## config.mk

```make
export PLATFORM = sky130hd
export DESIGN_NAME = fetch_sequencer_flat
export DESIGN_NICKNAME = d
export VERILOG_FILES = /design/src/rtl/fetch_sequencer_if.sv /design/src/rtl/fetch_sequencer.sv /design/src/flat_wrapper.sv
export SDC_FILE = /design/constraint.sdc
export NUM_CORES = 1
export LEC_CHECK = 0
export ABC_AREA = 1
export ABC_CLOCK_PERIOD_IN_PS = 2210
export CORE_UTILIZATION = 45
export CTS_CLUSTER_DIAMETER = 80
export DETAILED_ROUTE_END_ITERATION = 6
export HOLD_SLACK_MARGIN = 0.05
export PLACE_DENSITY = 0.7
export REMOVE_ABC_BUFFERS = 1
export SETUP_SLACK_MARGIN = 0.5
export SLEW_MARGIN = 30
export SYNTH_ARGS = -nofsm -noshare
export SYNTH_HDL_FRONTEND = slang
export SYNTH_SLANG_ARGS = --single-unit
```

## constraint.sdc

```tcl
create_clock -name clk -period 2.21 [get_ports clk]
set_input_delay 0.442 -clock clk [delete_from_list [all_inputs] [get_ports clk]]
set_output_delay 0.442 -clock clk [all_outputs]
set_load 0.01 [all_outputs]
```

## src/rtl/fetch_sequencer_if.sv

```systemverilog
// rtl/fetch_sequencer_if.sv - fetch sequencer bus bundle (imem, decode handshake, redirect, status)
//
// Signals (named from the fetch sequencer's side):
//   imem_addr      out  ADDR_W  instruction memory address (copy of pc)
//   imem_data      in   16      instruction word for imem_addr
//   inst_out       out  16      FIFO head instruction, 0 when empty
//   inst_pc        out  ADDR_W  PC of head instruction, 0 when empty
//   inst_valid     out  1       FIFO non-empty
//   inst_ready     in   1       decode accepts head
//   stall          in   1       suppress new fetches
//   redirect_valid in   1       branch/jump taken
//   redirect_pc    in   ADDR_W  redirect target
//   fault          out  1       sticky fault flag
//   pc             out  ADDR_W  current fetch PC
// Modports: slave = fetch sequencer, master = memory/decode/branch side.

interface fetch_sequencer_if #(
  parameter int ADDR_W = 16
);
  logic [ADDR_W-1:0] imem_addr;
  logic [15:0]       imem_data;
  logic [15:0]       inst_out;
  logic [ADDR_W-1:0] inst_pc;
  logic              inst_valid;
  logic              inst_ready;
  logic              stall;
  logic              redirect_valid;
  logic [ADDR_W-1:0] redirect_pc;
  logic              fault;
  logic [ADDR_W-1:0] pc;

  modport slave (
    output imem_addr,
    input  imem_data,
    output inst_out,
    output inst_pc,
    output inst_valid,
    input  inst_ready,
    input  stall,
    input  redirect_valid,
    input  redirect_pc,
    output fault,
    output pc
  );

  modport master (
    input  imem_addr,
    output imem_data,
    input  inst_out,
    input  inst_pc,
    input  inst_valid,
    output inst_ready,
    output stall,
    output redirect_valid,
    output redirect_pc,
    input  fault,
    input  pc
  );
endinterface

```

## src/rtl/fetch_sequencer.sv

```systemverilog
// rtl/fetch_sequencer.sv - instruction fetch controller with PC, prefetch FIFO, redirect and fault halt
//
// Ports:
//   clk    in  rising-edge clock
//   rst_n  in  asynchronous active-low reset
//   bus    fetch_sequencer_if.slave: imem_addr/imem_data memory port,
//          inst_out/inst_pc/inst_valid/inst_ready decode handshake,
//          stall, redirect_valid/redirect_pc, fault and pc status.

module fetch_sequencer #(
  parameter int                ADDR_W    = 16,
  parameter int                MEM_BYTES = 256,
  parameter logic [ADDR_W-1:0] RESET_PC  = '0,
  parameter int                DEPTH     = 2
) (
  input  logic                  clk,
  input  logic                  rst_n,
  fetch_sequencer_if.slave      bus
);

  localparam int                PTR_W      = $clog2(DEPTH);
  localparam logic [ADDR_W-1:0] LAST_PC    = ADDR_W'(MEM_BYTES - 2);
  localparam logic [PTR_W:0]    FULL_COUNT = (PTR_W + 1)'(DEPTH);

  typedef enum logic {
    S_RUN  = 1'b0,
    S_HALT = 1'b1
  } state_t;

  state_t            state;
  logic [ADDR_W-1:0] pc_q;
  logic              fault_q;

  logic [15:0]       fifo_inst [DEPTH];
  logic [ADDR_W-1:0] fifo_pc   [DEPTH];
  logic [PTR_W-1:0]  wr_ptr;
  logic [PTR_W-1:0]  rd_ptr;
  logic [PTR_W:0]    count;

  logic fifo_valid;
  logic pc_legal;
  logic pop;
  logic push;

  function automatic logic is_legal(input logic [ADDR_W-1:0] addr);
    return (addr[0] == 1'b0) && (addr <= LAST_PC);
  endfunction

  assign fifo_valid = (count != '0);
  assign pc_legal   = is_legal(pc_q);
  assign pop        = fifo_valid & bus.inst_ready;
  // A full FIFO still accepts a fetch when the head leaves in the same cycle.
  assign push       = (state == S_RUN) & ~bus.stall & ~bus.redirect_valid & pc_legal &
                      ((count < FULL_COUNT) | pop);

  always_ff @(posedge clk or negedge rst_n) begin
    if (!rst_n) begin
      state   <= S_RUN;
      pc_q    <= RESET_PC;
      fault_q <= 1'b0;
      wr_ptr  <= '0;
      rd_ptr  <= '0;
      count   <= '0;
      for (int i = 0; i < DEPTH; i++) begin
        fifo_inst[i] <= '0;
        fifo_pc[i]   <= '0;
      end
    end else if (bus.redirect_valid) begin
      // Redirect wins over everything: flush (a same-cycle pop is dropped with it)
      // and either resume or halt depending on the target.
      wr_ptr <= '0;
      rd_ptr <= '0;
      count  <= '0;
      pc_q   <= bus.redirect_pc;
      if (is_legal(bus.redirect_pc)) begin
        state   <= S_RUN;
        fault_q <= 1'b0;
      end else begin
        state   <= S_HALT;
        fault_q <= 1'b1;
      end
    end else begin
      if (pop) begin
        rd_ptr <= rd_ptr + PTR_W'(1);
      end
      count <= count + {{PTR_W{1'b0}}, push} - {{PTR_W{1'b0}}, pop};

      case (state)
        S_RUN: begin
          // Legality is checked before stall so a stalled illegal pc still faults.
          if (!pc_legal) begin
            state   <= S_HALT;
            fault_q <= 1'b1;
          end else if (push) begin
            fifo_inst[wr_ptr] <= bus.imem_data;
            fifo_pc[wr_ptr]   <= pc_q;
            wr_ptr            <= wr_ptr + PTR_W'(1);
            pc_q              <= pc_q + ADDR_W'(2);
          end
        end
        S_HALT: begin
          state <= S_HALT;
        end
        default: begin
          state <= S_HALT;
        end
      endcase
    end
  end

  assign bus.imem_addr  = pc_q;
  assign bus.pc         = pc_q;
  assign bus.fault      = fault_q;
  assign bus.inst_valid = fifo_valid;
  assign bus.inst_out   = fifo_valid ? fifo_inst[rd_ptr] : 16'h0000;
  assign bus.inst_pc    = fifo_valid ? fifo_pc[rd_ptr] : '0;

endmodule

```

## src/flat_wrapper.sv

```systemverilog
// flat-port wrapper written by rule: the top's interface ports become plain ports
module fetch_sequencer_flat 
#(
  parameter int                ADDR_W    = 16,
  parameter int                MEM_BYTES = 256,
  parameter logic [ADDR_W-1:0] RESET_PC  = '0,
  parameter int                DEPTH     = 2
)
  (clk, rst_n, bus_imem_addr, bus_imem_data, bus_inst_out, bus_inst_pc, bus_inst_valid, bus_inst_ready, bus_stall, bus_redirect_valid, bus_redirect_pc, bus_fault, bus_pc);
  fetch_sequencer_if #(.ADDR_W(ADDR_W)) bus_i ();
  input  logic clk;
  input  logic rst_n;
  output wire logic [$bits(bus_i.imem_addr)-1:0] bus_imem_addr;
  input wire logic [$bits(bus_i.imem_data)-1:0] bus_imem_data;
  output wire logic [$bits(bus_i.inst_out)-1:0] bus_inst_out;
  output wire logic [$bits(bus_i.inst_pc)-1:0] bus_inst_pc;
  output wire logic [$bits(bus_i.inst_valid)-1:0] bus_inst_valid;
  input wire logic [$bits(bus_i.inst_ready)-1:0] bus_inst_ready;
  input wire logic [$bits(bus_i.stall)-1:0] bus_stall;
  input wire logic [$bits(bus_i.redirect_valid)-1:0] bus_redirect_valid;
  input wire logic [$bits(bus_i.redirect_pc)-1:0] bus_redirect_pc;
  output wire logic [$bits(bus_i.fault)-1:0] bus_fault;
  output wire logic [$bits(bus_i.pc)-1:0] bus_pc;
  assign bus_imem_addr = bus_i.imem_addr;
  assign bus_i.imem_data = bus_imem_data;
  assign bus_inst_out = bus_i.inst_out;
  assign bus_inst_pc = bus_i.inst_pc;
  assign bus_inst_valid = bus_i.inst_valid;
  assign bus_i.inst_ready = bus_inst_ready;
  assign bus_i.stall = bus_stall;
  assign bus_i.redirect_valid = bus_redirect_valid;
  assign bus_i.redirect_pc = bus_redirect_pc;
  assign bus_fault = bus_i.fault;
  assign bus_pc = bus_i.pc;
  fetch_sequencer #(.ADDR_W(ADDR_W), .MEM_BYTES(MEM_BYTES), .RESET_PC(RESET_PC), .DEPTH(DEPTH)) u_core (.clk(clk), .rst_n(rst_n), .bus(bus_i));
endmodule
```

## Yosys cells after proc, flatten, opt, wreduce, memory -nomap -nowiden

Index checks and enable logic that the tools add are counted.

- Flip-flop bits (word level): 86
- Bits of input ports: 37
- Logic and storage cells: 76

- Add/sub/neg operators: 5
- Order comparisons: 6
- Equality and inequality tests: 2
- Multiplexer cells: 30
- Bitwise operators: 13
- Reductions and logical operators: 10

Operator list:

| operator | number |
|---|---|
| 16-bit 2-to-1 mux | 13 |
| 32-bit bitwise mux | 2 |
| 16-bit by 8-bit <= comparator with 1-bit output, second input constant | 2 |
| 16-bit by 2-bit adder with 16-bit output, second input constant | 1 |
| 16-bit demux with 1-bit select | 1 |
| 1-bit 2-to-1 mux | 12 |
| 2-bit nonzero test | 4 |
| 1-bit AND | 5 |
| 1-bit NOT | 5 |
| 2-bit greater-or-equal comparator, second input constant | 2 |
| 2-bit inequality test, second input constant | 2 |
| 1-bit NOT with 2-bit output | 2 |
| 4-bit AND reduction | 1 |
| 1-bit logical AND | 3 |
| 3-bit AND reduction | 1 |
| 1-bit adder, second input constant | 2 |
| 2-bit by 1-bit adder with 2-bit output | 1 |
| 2-bit by 1-bit < comparator with 1-bit output, second input constant | 1 |
| 2-bit < comparator, second input constant | 1 |
| 2-bit 2-to-1 mux | 1 |
| 1-bit one-hot mux with 2 select lines | 1 |
| 2-bit AND reduction | 1 |
| 2-bit by 1-bit subtractor with 2-bit output | 1 |
| 1-bit bitwise OR | 1 |

## Logic depth before layout (Yosys ltp)

- Depth in word-level cells: 9
- Gate-level depth with buffers: 9
- Gate-level depth less buffers: 9

## Least setup slack after synthesis

OpenSTA, ideal clock, no wires.

- Path kind: register to register
- Start point: register u_core.count[1]
- End point: register u_core.count[1]
- Library setup time: 0.132 ns
- Arrival: 1.552 ns
- Required time: 2.078 ns
- Path slack: 0.527 ns
- Cell stages (with the launch flop): 10
- Clock period less this slack: 1.683 ns
- Path through: dfrtp_1 > nor2_1 > inv_1 > nand2_1 > inv_1 > ha_1 > inv_1 > ha_1 > xor2_1 > nor2_1

- Longest elaborated chain between the ends: 7

RTL lines:

| what | line | text |
|---|---|---|
| from (decl) | fetch_sequencer.sv:38 | `logic [PTR_W:0] count;` |
| from (signal assigned) | fetch_sequencer.sv:86 | `count <= count + {{PTR_W{1'b0}}, push} - {{PTR_W{1'b0}}, pop};` |
| 2-bit nonzero test * | fetch_sequencer.sv:49 | `assign fifo_valid = (count != '0);` |
| via bus_inst_valid | flat_wrapper.sv:17 | `output wire logic [$bits(bus_i.inst_valid)-1:0] bus_inst_valid;` |
| 1-bit AND * | fetch_sequencer.sv:51 | `assign pop = fifo_valid & bus.inst_ready;` |
| 1-bit bitwise OR | fetch_sequencer.sv:54 | `((count < FULL_COUNT) \| pop);` |
| 1-bit AND | fetch_sequencer.sv:53 | `assign push = (state == S_RUN) & ~bus.stall & ~bus.redirect_valid & pc_legal &` |
| 2-bit by 1-bit adder with 2-bit output | fetch_sequencer.sv:86 |  |
| 2-bit by 1-bit subtractor with 2-bit output * | fetch_sequencer.sv:86 |  |
| 2-bit 2-to-1 mux * | fetch_sequencer.sv:68 | `end else if (bus.redirect_valid) begin` |

The timed path passes the listed nets; every way through them passes the cells marked *.
A chain may end at the register's enable or synchronous reset.

## Worst setup path after layout

- Start point: register u_core.rd_ptr
- End point: output bus_inst_pc[8]

- Longest elaborated chain between the ends: 5

RTL lines:

| what | line | text |
|---|---|---|
| from (decl) | fetch_sequencer.sv:37 | `logic [PTR_W-1:0] rd_ptr;` |
| from (signal assigned) | fetch_sequencer.sv:84 | `rd_ptr <= rd_ptr + PTR_W'(1);` |
| 1-bit NOT with 2-bit output (not written as such) | fetch_sequencer.sv:116 | `assign bus.inst_pc = fifo_valid ? fifo_pc[rd_ptr] : '0;` |
| 16-bit 2-to-1 mux (not written as such) (3 in a row) | fetch_sequencer.sv:116 |  |
| 16-bit 2-to-1 mux | fetch_sequencer.sv:116 |  |
| to (decl) | flat_wrapper.sv:16 | `output wire logic [$bits(bus_i.inst_pc)-1:0] bus_inst_pc;` |

Every way passes these cells. The select of a mux whose other input is x is not followed.

==> impl_metrics.env <==
export IMPL_place_congestion=0.8736
export IMPL_core_area_mm2=0.009240
export IMPL_dr_pass1_iters=5
export IMPL_first_iter_violations=269
export IMPL_leakage_nw=3.205
export IMPL_ys_seq_area_share_pct=49.99
export IMPL_grt_overflow=0
export IMPL_synth_compound_gate_area_share_pct=5.086
export IMPL_max_cap_violations=0
export IMPL_grt_pass1_wl_mm=20.38
export IMPL_clk_path_buf_depth=2
export IMPL_post_dp_hpwl_mm=7.031
export IMPL_design_area_mm2=0.006181
export IMPL_drive_above_1_share_pct=24.22
export IMPL_dieWidth_um=99.82
export IMPL_peakVddDrop_uv=335.2
export IMPL_place_inst=750
export IMPL_vias_per_cell=5.259
export IMPL_cp_arrival_ns=1.51
export IMPL_grtUsageTotal_pct=26.44
export IMPL_synth_top_family_by_area="simple AND/OR/NAND/NOR gates"
export IMPL_syn_inst=553
export IMPL_hold_viol=0
export IMPL_path_clk_slew_ns=0.09
export IMPL_hp_class="in2reg"
export IMPL_ios=103
export IMPL_postRouteAntennaNets=0
export IMPL_cp_num_buf_inv=3
export IMPL_die_y_um=99.82
export IMPL_crit_required_ns=1.77
export IMPL_final_min_clock_period_ns=1.948
export IMPL_max_stage_delay_ns=0.45
export IMPL_max_slew_margin_pct=69.64
export IMPL_cts_made_buffers=9
export IMPL_fp_dieArea_mm2=0.009963
export IMPL_synth_seq_cells=86
export IMPL_critPathTopFamily="flip-flops"
export IMPL_finClkSkew_ns=0.008544
export IMPL_placed_cell_area_mm2=0.005428
export IMPL_cts_max_level=3
export IMPL_rsz0062_at_grt="true"
export IMPL_synth_area_mux_share_pct=0
export IMPL_cts_num_sinks=86
export IMPL_synth_xor_area_share_pct=1.017
export IMPL_post_drt_wl_per_cell_um=15.55
export IMPL_synth_cell_types=24
export IMPL_synth_simple_gate_area_share_pct=32.84
export IMPL_via_count=4218
export IMPL_antenna_found_initial=0
export IMPL_antennaDiodeCount=0
export IMPL_area_growth_syn_to_layout_pct=43.56
export IMPL_final_nets=709
export IMPL_cts_tree="yes"
export IMPL_path_max_fanout=7
export IMPL_critical_path_cell_chain="clkinv_4, buf_12, nand2_1, a21oi_4, buf_6"
export IMPL_drc=0
export IMPL_final_cells=802
export IMPL_syn_area_mm2=0.004305
export IMPL_outcome="finished clean"
export IMPL_fin_crit_sh_pct=88.16
export IMPL_finalWorstSetupSlack_ns=0.2616
export IMPL_drt_wl_total_mm=12.47
export IMPL_grt_max_degree=47
export IMPL_post_place_ws_ns=0.1381
export IMPL_clock_latency_ns=0.35
export IMPL_worst_pin_slew_ns=0.4554
export IMPL_powerDensity_mw_per_mm2=630.4
export IMPL_path_class="reg2out"
export IMPL_start_util_pct=46.59
export IMPL_rows=35
export IMPL_yosysWarnings=0
export IMPL_worst_path_max_delay_cell="dfrtp_2"
export IMPL_end_kind="output port"
export IMPL_grt_pass1_vias=4133
export IMPL_final_max_slew_viol_count=0
export IMPL_cts_root_buf="clkbuf_8"
export IMPL_syn_area_per_cell_um2=7.785
export IMPL_cp_start_kind="flip-flop"
export IMPL_max_freq_ghz=0.5132
export IMPL_setup_violations=0
export IMPL_synth_fa_ha_area_share_pct=0.8718
export IMPL_port_buffers=102
[cells in the mapped netlist, drive strengths merged]
| cell type | number | area share, % |
|---|---|---|
| o21bai | 2 | 0.35 |
| xnor2 | 4 | 0.81 |
| clkinv | 1 | 0.087 |
| nor2 | 27 | 2.5 |
| clkbuf | 17 | 1.5 |
| inv | 35 | 3.1 |
| nand3 | 23 | 2.8 |
| nand2 | 227 | 20 |
| nand4 | 49 | 7.4 |
| nor3 | 1 | 0.23 |
| buf | 36 | 5.6 |
| or2 | 1 | 0.15 |
| o21ai | 3 | 0.35 |
| a21oi | 37 | 4.4 |
| ha | 3 | 0.87 |
| xor2 | 1 | 0.20 |
| dfrtp | 86 | 50 |
[routing by layer]
layer / part of all wire (%) / GRT usage [%] / routed length, um
met1: 42 / 35.11 / 5205
met2: 49 / 44.67 / 6072
met3: 7.8 / 4.735 / 976
met4: 1.7 / 7.240 / 218
met5: 0 / 0 / 0
[cell type report]
| type | count | area, um2 |
|---|---|---|
| Multi-Input combinational cell | 378 | 1936 |
| Inverter | 36 | 140.1 |
| Clock inverter | 4 | 47.55 |
| Tap cell | 129 | 161.4 |
| Timing Repair Buffer | 158 | 1590 |
| Sequential cell | 86 | 2165 |
| Clock buffer | 11 | 141.4 |
| Fill cell | 737 | 3059 |
[cells by family after synthesis]
kind of cell,Yosys count
flip-flops,86
AND/OR/NAND/NOR,328
XOR/XNOR,5
adder cells (fa/ha/maj),3
AO/OA/AOI/OAI,42
buffers and inverters,89
[registers in the layout, indices dropped and copies added, names as in the netlist]
signal and flops:
u_core.fifo_inst 32, u_core.fifo_pc 32, u_core.bus.imem_addr 16, u_core.count 2
u_core.bus.fault 1, u_core.rd_ptr 1, u_core.state 1, u_core.wr_ptr 1
[worst register-to-register path: cells and delay by family (launching register included)]
kind	cells	cell delay [ns]
xor+xnor	1	0.14
fa+ha+maj	1	0.17
buf+inv	3	0.33
flops	1	0.38
simple gates	4	0.51
[placed cells by master, fill, tap and decap left out, types with 6 or more instances in the layout]
master           netlist  layout
dfrtp_2                0      10
clkbuf_8               0      10
a21oi_4                0       6
nand4_1               47      47
buf_6                  3      12
a21oi_2                1      17
dfrtp_1               86      76
dlygate4sd2_1          0      31
nor2_1                25      22
buf_12                 0      12
inv_1                 35      31
clkdlybuf4s50_1        0      33
buf_4                 17      30
nand2_2                0       6
a21oi_1               36      14
nand3_1               22      22
buf_2                 15      27
nand2_1              227     217
[power breakdown]
| group | leakage (nW) | switching, mW | total [mW] | internal, mW |
|---|---|---|---|---|
| sequential | 1.15 | 0.0444 | 1.66 | 1.62 |
| combinational | 1.96 | 0.550 | 1.14 | 0.587 |
| clock | 0.0952 | 0.553 | 1.10 | 0.545 |
| total | 3.20 | 1.15 | 3.90 | 2.75 |
[timing repair]
item	CTS	global route
gates cloned	5	1
hold endpoints to repair	22	0
hold buffers	1	0
buffers inserted	27	3
pin swaps	6	10
endpoints found under the setup margin	67	100
resized for setup	210	49
[stage by stage]
stage | hold WS, ns | total power, mW | util (%) | TNS [ns]
final | 0.4318 | 3.896 | 66.89 | 0
after floorplan | 0.1464 | 1.944 | - | -32.22
after global placement | 0.4189 | 2.352 | 58.74 | 0
after detailed placement | 0.4166 | 2.355 | 58.74 | 0
after global routing | 0.4438 | 4.042 | 66.89 | 0
after CTS | 0.4732 | 3.810 | 64.33 | 0
[worst paths after layout]
path / from / to / slack [ns] / cells past startpoint
max in group asynchronous: rst_n / u_core.fifo_inst[29]$_DFFE_PN0P_ / 0.92 / 3
setup / recovery: u_core.rd_ptr$_DFFE_PN0P_ / bus_inst_pc[8] / 0.26 / 5
hold reg to reg: u_core.fifo_pc[8]$_DFFE_PN0P_ / u_core.fifo_pc[8]$_DFFE_PN0P_ / 0.47 / 2
setup reg to reg: u_core.bus.imem_addr[8]$_DFFE_PN0P_ / u_core.count[1]$_DFF_PN0_ / 0.56 / 9
min in group asynchronous: rst_n / u_core.fifo_pc[12]$_DFFE_PN0P_ / 0.59 / 2
hold / removal: bus_inst_ready / u_core.rd_ptr$_DFFE_PN0P_ / 0.43 / 3
No activity file was read; power rests on OpenSTA's default activity.
